File: config.mk
export PLATFORM = sky130hd
export DESIGN_NAME = pipe_ctrl_gen
export DESIGN_NICKNAME = d
export VERILOG_FILES = /design/src/rtl/pipe_ctrl_gen.sv
export SDC_FILE = /design/constraint.sdc
export NUM_CORES = 1
export LEC_CHECK = 0
export CAP_MARGIN = 10
export CORE_MARGIN = 1
export CORE_UTILIZATION = 25
export CTS_BUF_LIST = sky130_fd_sc_hd__clkbuf_8
export DETAILED_ROUTE_END_ITERATION = 16
export PLACE_DENSITY_LB_ADDON = 0.08
export SETUP_SLACK_MARGIN = 0.1
export SLEW_MARGIN = 20
export SYNTH_ARGS = -nofsm -noshare
export SYNTH_HDL_FRONTEND = slang
export SYNTH_SLANG_ARGS = --single-unit
File: constraint.sdc
create_clock -name clk -period 1.9 [get_ports clk]
set_clock_uncertainty 0.15 [all_clocks]
set_input_delay 0.19 -clock clk [delete_from_list [all_inputs] [get_ports clk]]
set_output_delay 0.19 -clock clk [all_outputs]
set_load 0.01 [all_outputs]
File: src/rtl/pipe_ctrl_gen.sv
// rtl/pipe_ctrl_gen.sv - pipeline hazard controller: stall/bubble merge, flush vs redirect arbitration, stall watchdog
module pipe_ctrl_gen #(
    parameter int STAGES   = 6,
    parameter int BR_STAGE = 2,
    parameter int PC_W     = 32,
    parameter int CNT_W    = 8,
    parameter int TIMEOUT  = 255
) (
    input  logic              clk,
    input  logic              rst,
    input  logic [STAGES-1:0] stall_req,
    input  logic              ex_req,
    input  logic [PC_W-1:0]   ex_pc,
    input  logic              br_req,
    input  logic [PC_W-1:0]   br_pc,
    output logic [STAGES-1:0] stall,
    output logic [STAGES-1:0] bubble,
    output logic              flush,
    output logic [PC_W-1:0]   new_pc,
    output logic              redirect,
    output logic [PC_W-1:0]   redir_pc,
    output logic [CNT_W-1:0]  stall_cnt,
    output logic              timeout
);

    localparam logic [CNT_W-1:0] TMO = CNT_W'(TIMEOUT);

    if (BR_STAGE < 1 || BR_STAGE >= STAGES || TIMEOUT > (2**CNT_W) - 1) begin : g_bad_param
        $error("pipe_ctrl_gen: illegal parameter combination");
    end

    logic [STAGES-1:0] merged;
    logic [STAGES-1:0] bub_raw;
    logic              req_any;
    logic              active;
    logic              freeze;

    logic              pend_valid_q, pend_valid_d;
    logic [PC_W-1:0]   pend_pc_q, pend_pc_d;
    logic [CNT_W-1:0]  cnt_q, cnt_d;
    logic              timeout_q, timeout_d;

    // A hold request from stage j freezes every older slot 0..j.
    always_comb begin
        req_any = 1'b0;
        merged  = '0;
        for (int i = STAGES - 1; i >= 0; i--) begin
            req_any   = req_any | stall_req[i];
            merged[i] = req_any;
        end
        bub_raw = '0;
        for (int i = 0; i < STAGES - 1; i++) begin
            bub_raw[i] = merged[i] & ~merged[i+1];
        end
    end

    assign active = rst & ~ex_req;
    assign freeze = merged[0];

    always_comb begin
        stall    = active ? merged  : '0;
        bubble   = active ? bub_raw : '0;
        flush    = rst & ex_req;
        new_pc   = flush ? ex_pc : '0;
        redirect = active & ~freeze & (pend_valid_q | br_req);
        redir_pc = '0;
        if (redirect) begin
            redir_pc = pend_valid_q ? pend_pc_q : br_pc;
        end
    end

    always_comb begin
        pend_valid_d = pend_valid_q;
        pend_pc_d    = pend_pc_q;
        cnt_d        = cnt_q;
        timeout_d    = timeout_q;
        if (ex_req) begin
            pend_valid_d = 1'b0;
            cnt_d        = '0;
        end else if (freeze) begin
            cnt_d = (cnt_q >= TMO) ? TMO : cnt_q + 1'b1;
            // Only the oldest taken branch is kept; later ones are wrong-path.
            if (br_req && !pend_valid_q) begin
                pend_valid_d = 1'b1;
                pend_pc_d    = br_pc;
            end
        end else begin
            pend_valid_d = 1'b0;
            cnt_d        = '0;
        end
        if (cnt_d == TMO) begin
            timeout_d = 1'b1;
        end
    end

    always_ff @(posedge clk) begin
        if (!rst) begin
            pend_valid_q <= 1'b0;
            pend_pc_q    <= '0;
            cnt_q        <= '0;
            timeout_q    <= 1'b0;
        end else begin
            pend_valid_q <= pend_valid_d;
            pend_pc_q    <= pend_pc_d;
            cnt_q        <= cnt_d;
            timeout_q    <= timeout_d;
        end
    end

    assign stall_cnt = cnt_q;
    assign timeout   = timeout_q;

endmodule

==> qor.log, run 1 <==
INFO  pwr            static-leakage-power=2.217nW
INFO  global_routing grt_start_max_net_pins=25
INFO  hold_path      min-delay-path-class=in2reg
INFO  pwr            pwr-share-clk=28.2%
INFO  drt            detailroute.via_count=2943
INFO  pwr            power_density_over_the_cells=419.6nW/um^2
INFO  timing         achievable-frequency=440.3MHz
INFO  final_layout   final_layout_size_suffix_gt1_share=26.98%
INFO  drt            detailedRoute.firstPassIterationCount=4
INFO  synthesis      ys_dominant_reg_cell=sky130_fd_sc_hd__dfxtp_1
INFO  timing         setup_ws=-0.3713ns
INFO  synthesis      synthCells=323
INFO  setup_path     worst-setup-path-type=in2out
INFO  final_layout   post_layout_nonfiller_instances=633
INFO  floorplanning  boundaryPins=161
INFO  timing         part_of_the_cycle_the_worst_path_needs=119.5%
INFO  run_status     violations=negative setup slack
INFO  setup_path     timing.critical_path.from_type=input pin
INFO  floorplanning  die_h=101.1um
INFO  pwr            netSwitchingFraction=27.33%
INFO  clocking       cts_tree=built
INFO  synthesis      mappedNetlistNets=398
INFO  synthesis      yosys.area.top_type=sky130_fd_sc_hd__dfxtp_1
INFO  pwr            combinationalPowerShare=28.5%
INFO  clocking       clock_tree.buffer_depth=2
INFO  clocking       total_clock_buffers_created_by_cts=5
INFO  placement      detailedPlacementHpwl=6281um
INFO  synthesis      synth_compound_area_share=13.29%
INFO  clocking       clock_pin_transition_on_the_worst_setup_and_hold_timing_paths=0.08ns
INFO  timing         report.final.hold_viol_count=0
INFO  run_status     run_status=finished with violations
INFO  clocking       cts_root_buf=sky130_fd_sc_hd__clkbuf_8
INFO  final_layout   antenna-diode-count=0
INFO  placement      buffer_ports.inserted=159
INFO  synthesis      yosys-top-cells-count=sky130_fd_sc_hd__nand2_1, sky130_fd_sc_hd__nor2_1, sky130_fd_sc_hd__dfxtp_1, sky130_fd_sc_hd__and3_1, sky130_fd_sc_hd__mux2i_1
INFO  drt            totalWireLength=9596um
INFO  synthesis      ys_warn_count=0
INFO  pwr            p_switching=0.0005880W
INFO  setup_path     critical_path.most_common_cell=sky130_fd_sc_hd__buf_6
INFO  synthesis      fraction_of_the_mapped_netlist_area_in_adder_cells=0.5092%
INFO  placement      post-place-cells=609
INFO  drt            drt.antenna.violating_nets=0
INFO  global_routing gr-total-overflow=0
INFO  floorplanning  rows=35
INFO  setup_path     cells_traversed_along_the_worst_timing_path=buf_8, or4_4, or3_4, or2_4, buf_6, buf_12, nor2_4, buf_6
INFO  global_routing grt_pass1_vias=3023
INFO  final_layout   syn_to_final_growth=108.7%
INFO  synthesis      syn_avg_cell_area=7.608squm
INFO  clocking       cts-hold-fix-buffers=0
INFO  synthesis      synth_mux_area_share=13.03%
INFO  placement      pre_cts_ws=-1.191ns
INFO  pwr            p_seq_share=43.4%
INFO  synthesis      proportion_of_register_bits_with_asynchronous_set_or_reset_after_synthesis=0%
INFO  setup_path     setup.worst_path.end_class=output port
INFO  global_routing track_usage=18.74%
INFO  floorplanning  coreArea=9371squm
INFO  setup_path     crit_arrival=1.93ns
INFO  synthesis      number_of_enable_type_register_cells_in_the_synthesized_netlist=0
INFO  synthesis      synth-simple-area-share=31.87%
INFO  pwr            worst_vdd_drop=0.2252mV
INFO  setup_path     timing.critical_path.slowest_stage_cell=sky130_fd_sc_hd__or4_4
INFO  placement      place_congestion=0.8159
INFO  setup_path     worst_path_largest_cell_delay=0.52ns
INFO  synthesis      synth_top_family_by_area=simple AND/OR/NAND/NOR gates
INFO  floorplanning  floorplan.die.width=101.1um
INFO  timing         finalSetupViolations=34
INFO  timing         final.min_clock_period=2.271ns
INFO  synthesis      synth-seq-area-share=34.22%
INFO  synthesis      yosys.area.top_type_share=34.22%
INFO  synthesis      synthDistinctLibCells=34
INFO  synthesis      synth.ff_latch_count=42
INFO  drt            initialDrtViolationCount=87
INFO  global_routing grt_first_pass_wirelength=14730um
INFO  drt            remaining_drc_errors=0
INFO  timing         rsz_0062_raised_after_global_routing=yes
INFO  timing         final_number_of_max_transition_violations=0
INFO  setup_path     required_time_of_the_critical_path=1.56ns
INFO  clocking       tritoncts_num_sinks=42
INFO  clocking       worstSkewPairLatency=0.29ns
INFO  synthesis      synthXorXnorAreaFrac=1.069%
INFO  synthesis      netlist_top_cells_area=sky130_fd_sc_hd__dfxtp_1, sky130_fd_sc_hd__mux2i_1, sky130_fd_sc_hd__nand2_1
INFO  floorplanning  floorplan.initialDensity=26.22%
INFO  pwr            internal_power=0.001564W
INFO  synthesis      post_synth_instance_area=2457squm
INFO  drt            wl_per_cell=15.16um
INFO  flow_run       maxCapViolations=0
INFO  global_routing grt_antenna_before_repair=1
INFO  final_layout   final_nets=578
INFO  synthesis      yosys.cell_count.top_type=sky130_fd_sc_hd__nand2_1
INFO  clocking       cts-htree-levels=2
INFO  setup_path     critical_path_peak_fanout=6
INFO  floorplanning  dieArea=10230squm
INFO  drt            drt-vias-per-instance=4.649
==> final timing paths <==
path                        end  cells past startpoint          start  slack [ns]
setup reg to reg        timeout                      6   stall_cnt[1]        0.23
hold / removal     pend_valid_q                      4         ex_req        0.15
hold reg to reg   pend_pc_q[22]                      2  pend_pc_q[22]        0.30
setup / recovery    redir_pc[8]                      8   stall_req[4]       -0.37
==> through the flow <==
| stage | hold WS [ns] | setup TNS, ns | instance area (sq um) | total power (W) | util (%) |
|---|---|---|---|---|---|
| 2_1_floorplan | 0.1748 | -3.811 | 2740 | 0.001182 | - |
| 3_3_place_gp | 0.2900 | -61.37 | 4541 | 0.001487 | 48.45 |
| 3_5_place_dp | 0.2968 | -63.69 | 4541 | 0.001491 | 48.45 |
| 4_1_cts | 0.1983 | -12.46 | 5011 | 0.002154 | 53.47 |
| 5_1_grt | 0.1711 | -12.18 | 5127 | 0.002267 | 54.71 |
| 6_report | 0.1497 | -10.70 | 5127 | 0.002152 | 54.71 |
==> power by group through the flow <==
stage / Clock, W / Sequential (W) / Combinational (W)
3_5_place_dp: 0 / 0.000953 / 0.000538
2_1_floorplan: 0 / 0.000949 / 0.000233
4_1_cts: 0.000625 / 0.000932 / 0.000597
3_3_place_gp: 0 / 0.000951 / 0.000536
5_1_grt: 0.000668 / 0.000937 / 0.000662
6_report: 0.000606 / 0.000933 / 0.000613
==> layer usage <==
| layer | part of all wire (%) | wire length [um] | track usage, % |
|---|---|---|---|
| met1 | 40 | 3826 | 20.94 |
| met2 | 51 | 4903 | 34.28 |
| met3 | 7.7 | 743 | 5.866 |
| met4 | 1.1 | 109 | 5.017 |
| met5 | 0.14 | 13 | 0 |
==> final cells by class <==
cell class / count / area, sq um
Timing Repair Buffer: 199 / 2231
Tap cell: 129 / 161.4
Fill cell: 902 / 4244
Clock buffer: 6 / 82.58
Inverter: 3 / 13.76
Sequential cell: 42 / 842.1
Multi-Input combinational cell: 252 / 1788
Clock inverter: 2 / 8.758
==> critical path, delay by kind of cell <==
kind | cells | cell delay (ns)
and+or+nand+nor | 4 | 1.26
buffers and inverters | 4 | 0.48
==> registers in the layout (all words and copies together) (netlist names) <==
signal / flops
pend_pc_q: 32
pend_valid_q: 1
stall_cnt: 8
timeout: 1
==> placed cells by master (no fill, tap or decap), drive strengths merged <==
| master | n |
|---|---|
| clkdlybuf4s15 | 3 |
| a31oi | 2 |
| dlymetal6s2s | 9 |
| o41ai | 1 |
| nand2b | 3 |
| mux2i | 32 |
| conb | 1 |
| nor3 | 2 |
| or2 | 1 |
| a211oi | 1 |
| dlygate4sd2 | 8 |
| clkinv | 1 |
| xnor2 | 1 |
| and2 | 4 |
| nor2 | 43 |
| nor4 | 1 |
| or3 | 1 |
| inv | 4 |
| a32o | 1 |
| a21oi | 6 |
| ha | 1 |
| a21boi | 32 |
| a22oi | 1 |
| nor2b | 3 |
| xor2 | 2 |
| and3 | 38 |
| clkdlybuf4s50 | 100 |
| nor3b | 1 |
| buf | 75 |
| o21ai | 2 |
| bufbuf | 1 |
| nand2 | 66 |
| or4 | 1 |
| dfxtp | 42 |
| clkbuf | 9 |
| nand3 | 5 |
==> kinds of logic (layout without fill, tap and decap cells) <==
family	count (synthesis)	after routing
AOI/OAI and AO/OA	46	46
xor gates and xnor gates	3	3
adders and majority gates	1	1
buffers and inverters	29	210
DFF	42	42
muxes	32	32
other	1	1
and+or+nand+nor	169	169
==> timing repair <==
item	4_1_cts	5_1_grt
buffers inserted	6	1
gates resized for setup	236	22
gates cloned	7	3
endpoints found under the setup margin	118	79
pin swaps	8	7
Power figures use the tool's default switching activity.
==> inputs of run 2 (changes only) <==
- CAP_MARGIN: 10 -> default
- CTS_CLUSTER_DIAMETER: default -> 60
==> results of run 2 <==
Same layout as run 1: the final DEF is identical, and so are final timing and power.
==> inputs of run 3 (changes only) <==
- PLACE_DENSITY_LB_ADDON: 0.08 -> 0.05
- TNS_END_PERCENT: default -> 30
==> run 3 against run 2 <==
The run still ends with negative setup slack left. Cell area is 4.8% lower. Total power increased by 1.5%. Sequential power hardly changed. Sequential share of layout area rose by 0.86 points. Combinational power decreased by 16%. Fmax fell by 1.5%. Critical path type unchanged. Critical endpoint is now redir_pc[2]. Highest routed layer is now met4.
==> qor.log, run 3 (same netlist as run 1, synthesis figures left out) <==
INFO  run_status     run_status=finished with violations
INFO  run_status     violations=negative setup slack
INFO  timing         final.min_clock_period=2.306ns [+0.03514 ns]
INFO  final_layout   layout_common_cells=sky130_fd_sc_hd__clkdlybuf4s50_1, sky130_fd_sc_hd__nand2_1, sky130_fd_sc_hd__buf_6, sky130_fd_sc_hd__dfxtp_1, sky130_fd_sc_hd__dlygate4sd2_1
INFO  hold_path      hold_depth=4 [unchanged]
INFO  clocking       tritoncts_num_sinks=42 [unchanged]
INFO  global_routing grt_antenna_before_repair=0 [-1]
INFO  final_layout   antenna-diode-count=0 [unchanged]
INFO  drt            drt.antenna.violating_nets=0 [unchanged]
INFO  floorplanning  die_h=101.1um [unchanged]
INFO  global_routing grt_start_max_net_pins=36 [+44%]
INFO  floorplanning  floorplan.die.width=101.1um [unchanged]
INFO  final_layout   top_register=pend_pc_q
INFO  clocking       cts_tree=built
INFO  drt            initialDrtViolationCount=37 [-57%]
INFO  timing         rsz_0062_raised_after_global_routing=yes
INFO  clocking       clock_tree.buffer_depth=2 [unchanged]
INFO  drt            totalWireLength=8358um [-13%]
INFO  placement      buffer_ports.inserted=159 [unchanged]
INFO  final_layout   post-route-cell-area=4880squm [-4.8%]
INFO  clocking       cts-hold-fix-buffers=0 [unchanged]
INFO  setup_path     critical_path_peak_fanout=7 [+1]
INFO  clocking       cts_root_buf=sky130_fd_sc_hd__clkbuf_8
INFO  drt            remaining_drc_errors=0 [unchanged]
INFO  setup_path     timing.reg2reg.worst_path_depth=6 [unchanged]
INFO  final_layout   syn_to_final_growth=98.57%
INFO  floorplanning  rows=35 [unchanged]
INFO  placement      place_congestion=0.7728 [-5.3%]
INFO  timing         setup_ws=-0.4064ns [-0.03514 ns]
INFO  clocking       clock_pin_transition_on_the_worst_setup_and_hold_timing_paths=0.09ns [about the same]
INFO  floorplanning  floorplan.initialDensity=26.22% [unchanged]
INFO  floorplanning  coreArea=9371squm [unchanged]
INFO  drt            drt-vias-per-instance=4.418 [-5.0%]
INFO  setup_path     setup.worst_path.end_class=output port
INFO  setup_path     worst-setup-path-type=in2out
INFO  drt            detailroute.via_count=2792 [-5.1%]
INFO  timing         report.final.hold_viol_count=0 [unchanged]
INFO  timing         finalSetupViolations=33 [-2.9%]
INFO  global_routing grt_pass1_vias=2716 [-10%]
INFO  placement      detailedPlacementHpwl=5997um [-4.5%]
INFO  setup_path     crit_arrival=1.97ns [+0.04 ns]
INFO  placement      total_placed_instance_area=4543squm [about the same]
INFO  final_layout   post_layout_nonfiller_instances=632 [-0.16%]
INFO  setup_path     required_time_of_the_critical_path=1.56ns [about the same]
INFO  clocking       total_clock_buffers_created_by_cts=5 [unchanged]
INFO  drt            detailedRoute.firstPassIterationCount=4 [unchanged]
INFO  placement      post-place-cells=611 [+0.33%]
INFO  drt            wl_per_cell=13.22um [-13%]
INFO  timing         timing.hold.ws=0.1466ns [-0.003114 ns]
INFO  pwr            power.total=0.002185W [+1.5%]
INFO  pwr            static-leakage-power=2.136nW [-3.6%]
INFO  timing         final_number_of_max_transition_violations=0 [unchanged]
INFO  final_layout   flip_flop_count_of_the_largest_register_all_copies_and_words_added=32 [unchanged]
INFO  setup_path     timing.critical_path.from_type=input pin
INFO  clocking       cts-htree-levels=2 [unchanged]
INFO  flow_run       maxCapViolations=0 [unchanged]
INFO  placement      pre_cts_ws=-1.089ns [+0.1016 ns]
INFO  global_routing grt_first_pass_wirelength=13410um [-9.0%]
INFO  pwr            worst_vdd_drop=0.3122mV [+39%]
INFO  final_layout   final_nets=577 [-0.17%]
INFO  timing         achievable-frequency=433.6MHz [-1.5%]
INFO  hold_path      min-delay-path-class=in2reg
INFO  final_layout   leading_cell_type_in_the_layout_fill_and_taps_excluded=sky130_fd_sc_hd__clkdlybuf4s50_1
INFO  timing         part_of_the_cycle_the_worst_path_needs=121.4% [+1.8 points]
INFO  final_layout   final_layout_size_suffix_gt1_share=25.84% [-1.1 points]
INFO  global_routing track_usage=16.51% [-2.2 points]
INFO  floorplanning  boundaryPins=161 [unchanged]
INFO  floorplanning  dieArea=10230squm [unchanged]
INFO  clocking       worstSkewPairLatency=0.29ns [about the same]
INFO  global_routing gr-total-overflow=0 [unchanged]
INFO  pwr            power_density_over_the_cells=447.7nW/um^2 [+6.7%]
-- run 3: final cells by class --
cell class | instances | area [sq um]
Sequential cell | 42 | 843.3
Timing Repair Buffer | 198 | 2022
Tap cell | 129 | 161.4
Fill cell | 947 | 4492
Clock buffer | 5 | 68.82
Clock inverter | 3 | 43.79
Inverter | 3 | 13.76
Multi-Input combinational cell | 252 | 1727
-- run 3: where the power goes --
| part | leakage, nW | internal, W | switching, W |
|---|---|---|---|
| Combinational | 1.73 | 0.000292 | 0.000222 |
| Sequential | 0.343 | 0.000915 | 0.0000188 |
| Clock | 0.0585 | 0.000395 | 0.000343 |
| Total | 2.14 | 0.00160 | 0.000583 |
-- run 3: metal layers --
layer | part of all wire, % | vias up | track usage (%)
met5 | 0 | - | 0
li1 | - | 1446 | -
met2 | 49 | 78 | 29.57
met3 | 6.4 | 4 | 4.417
met1 | 44 | 1264 | 19.94
met4 | 0.53 | 0 | 3.010
-- run 3: repair_timing --
action / 4_1_cts / 5_1_grt
gates resized for setup: 258 / 10
gates cloned: 1 / 0
setup buffers: 11 / 1
pin swaps: 8 / 4
setup endpoints to repair: 118 / 74
-- run 3: worst paths after layout --
path                       from       endpoint  slack (ns)
hold / removal           ex_req   pend_valid_q        0.15
hold reg to reg   pend_pc_q[13]  pend_pc_q[13]        0.30
setup / recovery   stall_req[2]    redir_pc[2]       -0.41
setup reg to reg   stall_cnt[0]        timeout        0.23
-- run 3: critical path: stages --
cell and delay (ns):
sky130_fd_sc_hd__buf_6 0.09, sky130_fd_sc_hd__or4_4 0.53, sky130_fd_sc_hd__or3_4 0.34, sky130_fd_sc_hd__or2_4 0.31, sky130_fd_sc_hd__buf_6 0.15, sky130_fd_sc_hd__buf_12 0.14, sky130_fd_sc_hd__nor2_4 0.11, sky130_fd_sc_hd__buf_6 0.10
-- run 3: metrics by stage --
stage	util [%]	setup TNS (ns)
after detailed placement	48.48	-61.56
after global placement	48.48	-60.26
after floorplan	-	-3.830
final	52.07	-11.49
after global routing	52.07	-13.32
after CTS	51.70	-12.46
